`src/rtl/simple_circuit_settle_monitor_pkg.sv`:
```
// Shared state encoding and default sizing for the simple_circuit D/E capture logic.
package simple_circuit_pkg;

    localparam int unsigned STATE_W = 1;

    typedef enum logic [STATE_W-1:0] {
        IDLE     = 1'b0,
        SETTLING = 1'b1
    } state_t;

    localparam int unsigned DEF_STABLE_CYCLES = 4;
    localparam int unsigned DEF_TIMEOUT       = 64;
    localparam int unsigned DEF_CNT_W         = 8;

endpackage

```
`src/rtl/simple_circuit_settle_monitor_if.sv`:
```
// Launch/sample/result bus between the settle monitor and whoever drives the circuit under test.
interface simple_circuit_settle_monitor_if #(
    parameter int unsigned CNT_W = simple_circuit_pkg::DEF_CNT_W
);
    logic             launch;
    logic             d_in;
    logic             e_in;
    logic             busy;
    logic             settled;
    logic             timeout;
    logic             d_out;
    logic             e_out;
    logic [CNT_W-1:0] settle_cycles;
    logic [CNT_W-1:0] edge_count;

    modport master (
        output launch, d_in, e_in,
        input  busy, settled, timeout, d_out, e_out, settle_cycles, edge_count
    );

    modport slave (
        input  launch, d_in, e_in,
        output busy, settled, timeout, d_out, e_out, settle_cycles, edge_count
    );
endinterface

```
`src/rtl/simple_circuit_settle_monitor_sync2.sv`:
```
// Two-flop synchronizer for one asynchronous bit, clearing to 0 on reset.
module sync2 (
    input  logic clk,
    input  logic rst,
    input  logic d,
    output logic q
);
    logic meta;

    always_ff @(posedge clk or posedge rst) begin
        if (rst) begin
            meta <= 1'b0;
            q    <= 1'b0;
        end else begin
            meta <= d;
            q    <= meta;
        end
    end
endmodule

```
`src/rtl/simple_circuit_settle_monitor.sv`:
```
// Samples D/E after each launch, waits for STABLE_CYCLES unchanged samples and reports
// the settled values, last-change index and edge count, or a timeout.
module simple_circuit_settle_monitor
    import simple_circuit_pkg::*;
#(
    parameter int unsigned STABLE_CYCLES = DEF_STABLE_CYCLES,
    parameter int unsigned TIMEOUT       = DEF_TIMEOUT,
    parameter int unsigned CNT_W         = DEF_CNT_W
) (
    input logic clk,
    input logic rst,
    simple_circuit_settle_monitor_if.slave mon
);
    logic             d_sync;
    logic             e_sync;
    logic [1:0]       s;

    state_t           state;
    logic [1:0]       prev;
    logic [CNT_W-1:0] stable_cnt;
    logic [CNT_W-1:0] elapsed;
    logic [CNT_W-1:0] edge_cnt_r;
    logic [CNT_W-1:0] last_chg;

    logic [CNT_W-1:0] n;
    logic [CNT_W-1:0] stable_nxt;
    logic [CNT_W-1:0] edge_nxt;
    logic [CNT_W-1:0] last_nxt;
    logic             changed;
    logic             hit_stable;
    logic             hit_timeout;

    sync2 u_sync_d (.clk(clk), .rst(rst), .d(mon.d_in), .q(d_sync));
    sync2 u_sync_e (.clk(clk), .rst(rst), .d(mon.e_in), .q(e_sync));

    assign s = {d_sync, e_sync};

    // Next-sample bookkeeping; a change at the timeout sample is still counted and reported.
    always_comb begin
        n          = elapsed + CNT_W'(1);
        changed    = (s != prev);
        stable_nxt = stable_cnt + CNT_W'(1);
        edge_nxt   = edge_cnt_r;
        last_nxt   = last_chg;
        if (changed) begin
            stable_nxt = '0;
            last_nxt   = n;
            if (edge_cnt_r != '1) begin
                edge_nxt = edge_cnt_r + CNT_W'(1);
            end
        end
        hit_stable  = !changed && (stable_nxt == CNT_W'(STABLE_CYCLES));
        hit_timeout = (n == CNT_W'(TIMEOUT));
    end

    always_ff @(posedge clk or posedge rst) begin
        if (rst) begin
            state             <= IDLE;
            prev              <= '0;
            stable_cnt        <= '0;
            elapsed           <= '0;
            edge_cnt_r        <= '0;
            last_chg          <= '0;
            mon.busy          <= 1'b0;
            mon.settled       <= 1'b0;
            mon.timeout       <= 1'b0;
            mon.d_out         <= 1'b0;
            mon.e_out         <= 1'b0;
            mon.settle_cycles <= '0;
            mon.edge_count    <= '0;
        end else begin
            mon.settled <= 1'b0;
            mon.timeout <= 1'b0;
            // Launch restarts from either state and suppresses any pulse due this cycle.
            if (mon.launch) begin
                state      <= SETTLING;
                mon.busy   <= 1'b1;
                prev       <= s;
                stable_cnt <= '0;
                elapsed    <= '0;
                edge_cnt_r <= '0;
                last_chg   <= '0;
            end else if (state == SETTLING) begin
                elapsed    <= n;
                prev       <= s;
                stable_cnt <= stable_nxt;
                edge_cnt_r <= edge_nxt;
                last_chg   <= last_nxt;
                if (hit_stable) begin
                    state             <= IDLE;
                    mon.busy          <= 1'b0;
                    mon.settled       <= 1'b1;
                    mon.d_out         <= s[1];
                    mon.e_out         <= s[0];
                    mon.settle_cycles <= last_nxt;
                    mon.edge_count    <= edge_nxt;
                end else if (hit_timeout) begin
                    state             <= IDLE;
                    mon.busy          <= 1'b0;
                    mon.timeout       <= 1'b1;
                    mon.settle_cycles <= last_nxt;
                    mon.edge_count    <= edge_nxt;
                end
            end
        end
    end
endmodule

```
`src/flat_wrapper.sv`:
```
// flat-port wrapper written by rule: the top's interface ports become plain ports
module simple_circuit_settle_monitor_flat import simple_circuit_pkg::*;
#(
    parameter int unsigned STABLE_CYCLES = DEF_STABLE_CYCLES,
    parameter int unsigned TIMEOUT       = DEF_TIMEOUT,
    parameter int unsigned CNT_W         = DEF_CNT_W
)
  (clk, rst, mon_launch, mon_d_in, mon_e_in, mon_busy, mon_settled, mon_timeout, mon_d_out, mon_e_out, mon_settle_cycles, mon_edge_count);
  simple_circuit_settle_monitor_if #(.CNT_W(CNT_W)) mon_i ();
  input logic clk;
  input logic rst;
  input wire logic [$bits(mon_i.launch)-1:0] mon_launch;
  input wire logic [$bits(mon_i.d_in)-1:0] mon_d_in;
  input wire logic [$bits(mon_i.e_in)-1:0] mon_e_in;
  output wire logic [$bits(mon_i.busy)-1:0] mon_busy;
  output wire logic [$bits(mon_i.settled)-1:0] mon_settled;
  output wire logic [$bits(mon_i.timeout)-1:0] mon_timeout;
  output wire logic [$bits(mon_i.d_out)-1:0] mon_d_out;
  output wire logic [$bits(mon_i.e_out)-1:0] mon_e_out;
  output wire logic [$bits(mon_i.settle_cycles)-1:0] mon_settle_cycles;
  output wire logic [$bits(mon_i.edge_count)-1:0] mon_edge_count;
  assign mon_i.launch = mon_launch;
  assign mon_i.d_in = mon_d_in;
  assign mon_i.e_in = mon_e_in;
  assign mon_busy = mon_i.busy;
  assign mon_settled = mon_i.settled;
  assign mon_timeout = mon_i.timeout;
  assign mon_d_out = mon_i.d_out;
  assign mon_e_out = mon_i.e_out;
  assign mon_settle_cycles = mon_i.settle_cycles;
  assign mon_edge_count = mon_i.edge_count;
  simple_circuit_settle_monitor #(.STABLE_CYCLES(STABLE_CYCLES), .TIMEOUT(TIMEOUT), .CNT_W(CNT_W)) u_core (.clk(clk), .rst(rst), .mon(mon_i));
endmodule
```
`config.mk`:
```
export PLATFORM = sky130hd
export DESIGN_NAME = simple_circuit_settle_monitor_flat
export DESIGN_NICKNAME = d
export VERILOG_FILES = /design/src/rtl/simple_circuit_settle_monitor_pkg.sv /design/src/rtl/simple_circuit_settle_monitor_if.sv /design/src/rtl/simple_circuit_settle_monitor_sync2.sv /design/src/rtl/simple_circuit_settle_monitor.sv /design/src/flat_wrapper.sv
export SDC_FILE = /design/constraint.sdc
export NUM_CORES = 1
export LEC_CHECK = 0
export ABC_CLOCK_PERIOD_IN_PS = 2700
export BUFFER_PORTS_ARGS = -buffer_cell sky130_fd_sc_hd__buf_2
export CORE_MARGIN = 10
export CORE_UTILIZATION = 45
export DETAILED_ROUTE_END_ITERATION = 12
export GPL_TIMING_DRIVEN = 0
export PLACE_DENSITY_LB_ADDON = 0.15
export SLEW_MARGIN = 25
export SYNTH_ARGS = -nofsm -noshare
export SYNTH_HDL_FRONTEND = slang
export SYNTH_HIERARCHICAL = 1
export SYNTH_SLANG_ARGS = --single-unit
```
`constraint.sdc`:
```
create_clock -name clk -period 2.7 [get_ports clk]
set_clock_uncertainty 0.2 [all_clocks]
set_input_delay 0 -clock clk [delete_from_list [all_inputs] [get_ports clk]]
set_output_delay 0 -clock clk [all_outputs]
set_load 0.02 [all_outputs]
```
==> reports/metrics.cfg <==
[drt]
vias = 2225
drt-total-wl_um = 6400
vias_per_cell = 5.31
firstDrtPassIters = 4
first_iter_violations = 93
drc = 0
drtAntennaViolNets = 0
wl_per_cell_um = 15.3

[global_routing]
grt_max_degree = 43
grt_usage = 0.132
grt_pass1_wl_um = 10900
grt-ovfl-total = 0
grt_pass1_vias = 2277
antenna_found_initial = 0

[critical_path]
critPathMaxFanout = 7
start_kind = register
cp.arrival_ns = 2.58
slowest_stage = dfrtp_1
end_kind = register
reg2reg_depth = 8
cp.depth = 8
cp_slowest_stage_delay_ns = 0.44
critPathKind = register to register
path_buf_inv = 1
worstPathRequired_ns = 2.73
path_cells = ha_2 > and3_1 > a311oi_1 > a31o_2 > nand4_4 > a21oi_4 > buf_12 > mux2_2
cpLargestDelayFamily = compound AO/OA/AOI/OAI gates

[layout]
stdcell_count = 419
syn2layout_area_growth_pct = 18.4
drive_gt1_frac = 0.231
antenna_cells = 0
nets = 345

[worst_hold_path]
hold_depth = 2
hp-class = input pin to register

[timing]
hold_viol = 0
min_period_over_period = 0.944
setup_viol = 0
whs_ns = 0.0969
setup_ws_ns = 0.150
max_freq_mhz = 392
min_period_ns = 2.55
relSlewSlack = 0.612
timing.final.max_slew_violations = 0
worst_pin_slew_ns = 0.582

[power]
clock_power_share = 0.449
seqPwrFrac = 0.465
power_frac_comb = 0.087
total_power_mw = 2.04
switching_power_mw = 0.526
vdd_ir_drop_max_mv = 0.444
leakagePower_nw = 1.68
p_sw_frac = 0.257
power.internal_mw = 1.52
power_density_nw_per_um2 = 571

[place]
gp_congestion = 0.832
place_inst = 396
io_buffers = 24
dp.final_hpwl_um = 4310
dp_slack_ns = -0.111

[clock_network]
numCtsBuffers = 9
clock_path_buffers = 2
cts_max_level = 3
root_buffer = clkbuf_8
cts_tree = yes
clk_latency_ns = 0.34
cts.sinks = 60
path_clk_slew_ns = 0.07

[logic_synthesis]
synth_area_per_cell_sq_um = 10.3
syn_inst = 294
yosys_most_used_dff = dfrtp_1
synth-async-reset-ratio = 1.00
synth_area_leaders = dfrtp_1 (50%), mux2_2 (5.6%), nor2_1 (4.6%), nand2_1 (4.1%), xor2_1 (4.1%)
syn-num-nets = 302
yosysUniqueCellTypes = 40
yosysWarnings = 6
ys_seq_elements = 60
synth_seq_area_share = 0.497
synth_largest_area_cell = dfrtp_1
synth_edf_count = 0
yosysTopAreaCellShare = 0.497
synth_area_sq_um = 3020

[floorplan]
num_rows = 29
die_w_um = 102
die_y_um = 102
coreArea_sq_um = 6420
start_util = 0.470
die_area_sq_um = 10400
io_pins = 26

[outcome]
status = completed

[flow_run]
drv_cap = 0

state kept, by name, indices dropped and copies added, names as in the netlist:
register and count:
u_core/state 1, u_core/last_chg 8, u_core/elapsed 8, u_core/mon.busy 1, u_core/u_sync_e/q 1, u_core/mon.settle_cycles 8
u_core/u_sync_d/meta 1, u_core/stable_cnt 8, u_core/mon.timeout 1, u_core/mon.e_out 1, u_core/mon.edge_count 8, u_core/edge_cnt_r 8
u_core/u_sync_d/q 1, u_core/u_sync_e/meta 1, u_core/mon.d_out 1, u_core/mon.settled 1, u_core/prev 2
synth_stat cells, drive strengths merged, types with 5 or more instances:
cell	number
dfrtp	60
nor2	37
nand2	33
mux2	23
o21ai	18
a21oi	14
xor2	14
clkbuf	12
xnor2	10
nand3	9
nor3	7
a211oi	6
buf	5
inv	5
nand4	5
per-layer routing:
metal / up-vias / track usage / part of all wire
met5: - / 0 / 0
met4: 0 / 0.0607 / 0.011
met3: 7 / 0.0344 / 0.033
met2: 36 / 0.201 / 0.46
met1: 1084 / 0.172 / 0.50
li1: 1098 / - / -
final cells by class:
cell class	count	area (sq um)
clock inverters	7	100
multi-input cells	212	1420
inverters	5	21.3
repair buffers	32	225
plain buffers	17	91.3
flip-flops and latches	60	1500
well taps	77	96.3
clock buffers	9	124
fillers	554	2840
path summary, 6_finish.rpt:
kind / from / endpoint / slack [ns]
min reg2reg: u_core/u_sync_e/meta$_DFF_PP0_ / u_core/u_sync_e/q$_DFF_PP0_ / 0.15
max reg2reg: u_core/stable_cnt[0]$_DFFE_PP0P_ / u_core/mon.settle_cycles[5]$_DFFE_PP0P_ / 0.15
max: u_core/stable_cnt[0]$_DFFE_PP0P_ / u_core/mon.settle_cycles[5]$_DFFE_PP0P_ / 0.15
min: mon_e_in / u_core/u_sync_e/meta$_DFF_PP0_ / 0.1
min in group asynchronous: rst / u_core/u_sync_e/q$_DFF_PP0_ / 0.49
max in group asynchronous: rst / u_core/stable_cnt[3]$_DFFE_PP0P_ / 1.28
cells in the final DEF, fill, tap and decap left out, types with 2 or more instances in the layout:
cell           count
dlygate4sd3_1      5
mux2_2            15
and4_1             2
nand2b_1           3
mux2i_1            4
nor3b_1            2
buf_12             2
nand4_1            4
bufinv_16          2
and3_1             4
clkbuf_1          11
or3_1              4
xor2_1            14
a31o_2             2
nand3_1            9
a211oi_1           6
ha_1               2
nor2_1            37
buf_2             26
nand2_1           33
nor3_1             6
a21oi_1           13
nand4b_1           3
mux2_4             8
dfrtp_1           60
inv_1              4
clkbuf_8           9
xnor2_1           10
o21ai_0           17
clkinv_4           3
cells by family after synthesis:
family                     count (synthesis)  synth area share
xor gates and xnor gates                  24            0.0696
muxes                                     27             0.109
buffers and inverters                     22            0.0360
and+or+nand+nor                          113             0.185
AOI/OAI and AO/OA                         45            0.0911
DFF                                       60             0.497
adders and majority gates                  3            0.0124
power by group through the flow:
stage	combinational (mW)	sequential, mW	clock, mW
floorplan	0.125	0.960	0
global placement	0.164	0.964	0
detailed placement	0.173	0.965	0
CTS	0.180	0.948	0.942
global route	0.202	0.952	0.968
finish	0.177	0.949	0.916
per-stage QoR:
| stage | utilization | TNS, ns | cell area (sq um) |
|---|---|---|---|
| 6_report | 0.557 | 0 | 3580 |
| 5_1_grt | 0.557 | -0.0697 | 3580 |
| 3_5_place_dp | 0.509 | -0.878 | 3270 |
| 4_1_cts | 0.556 | 0 | 3570 |
| 2_1_floorplan | - | 0 | 3020 |
| 3_3_place_gp | 0.504 | -1.28 | 3240 |
repair_timing:
item                                    in CTS  in global routing
hold endpoints to repair                    65                  0
gates resized for setup                      0                  4
endpoints found under the setup margin      15                 15
setup buffers                                2                  0
pin swaps                                    2                  2
hold buffers                                 5                  0
Power figures use the tool's default switching activity.
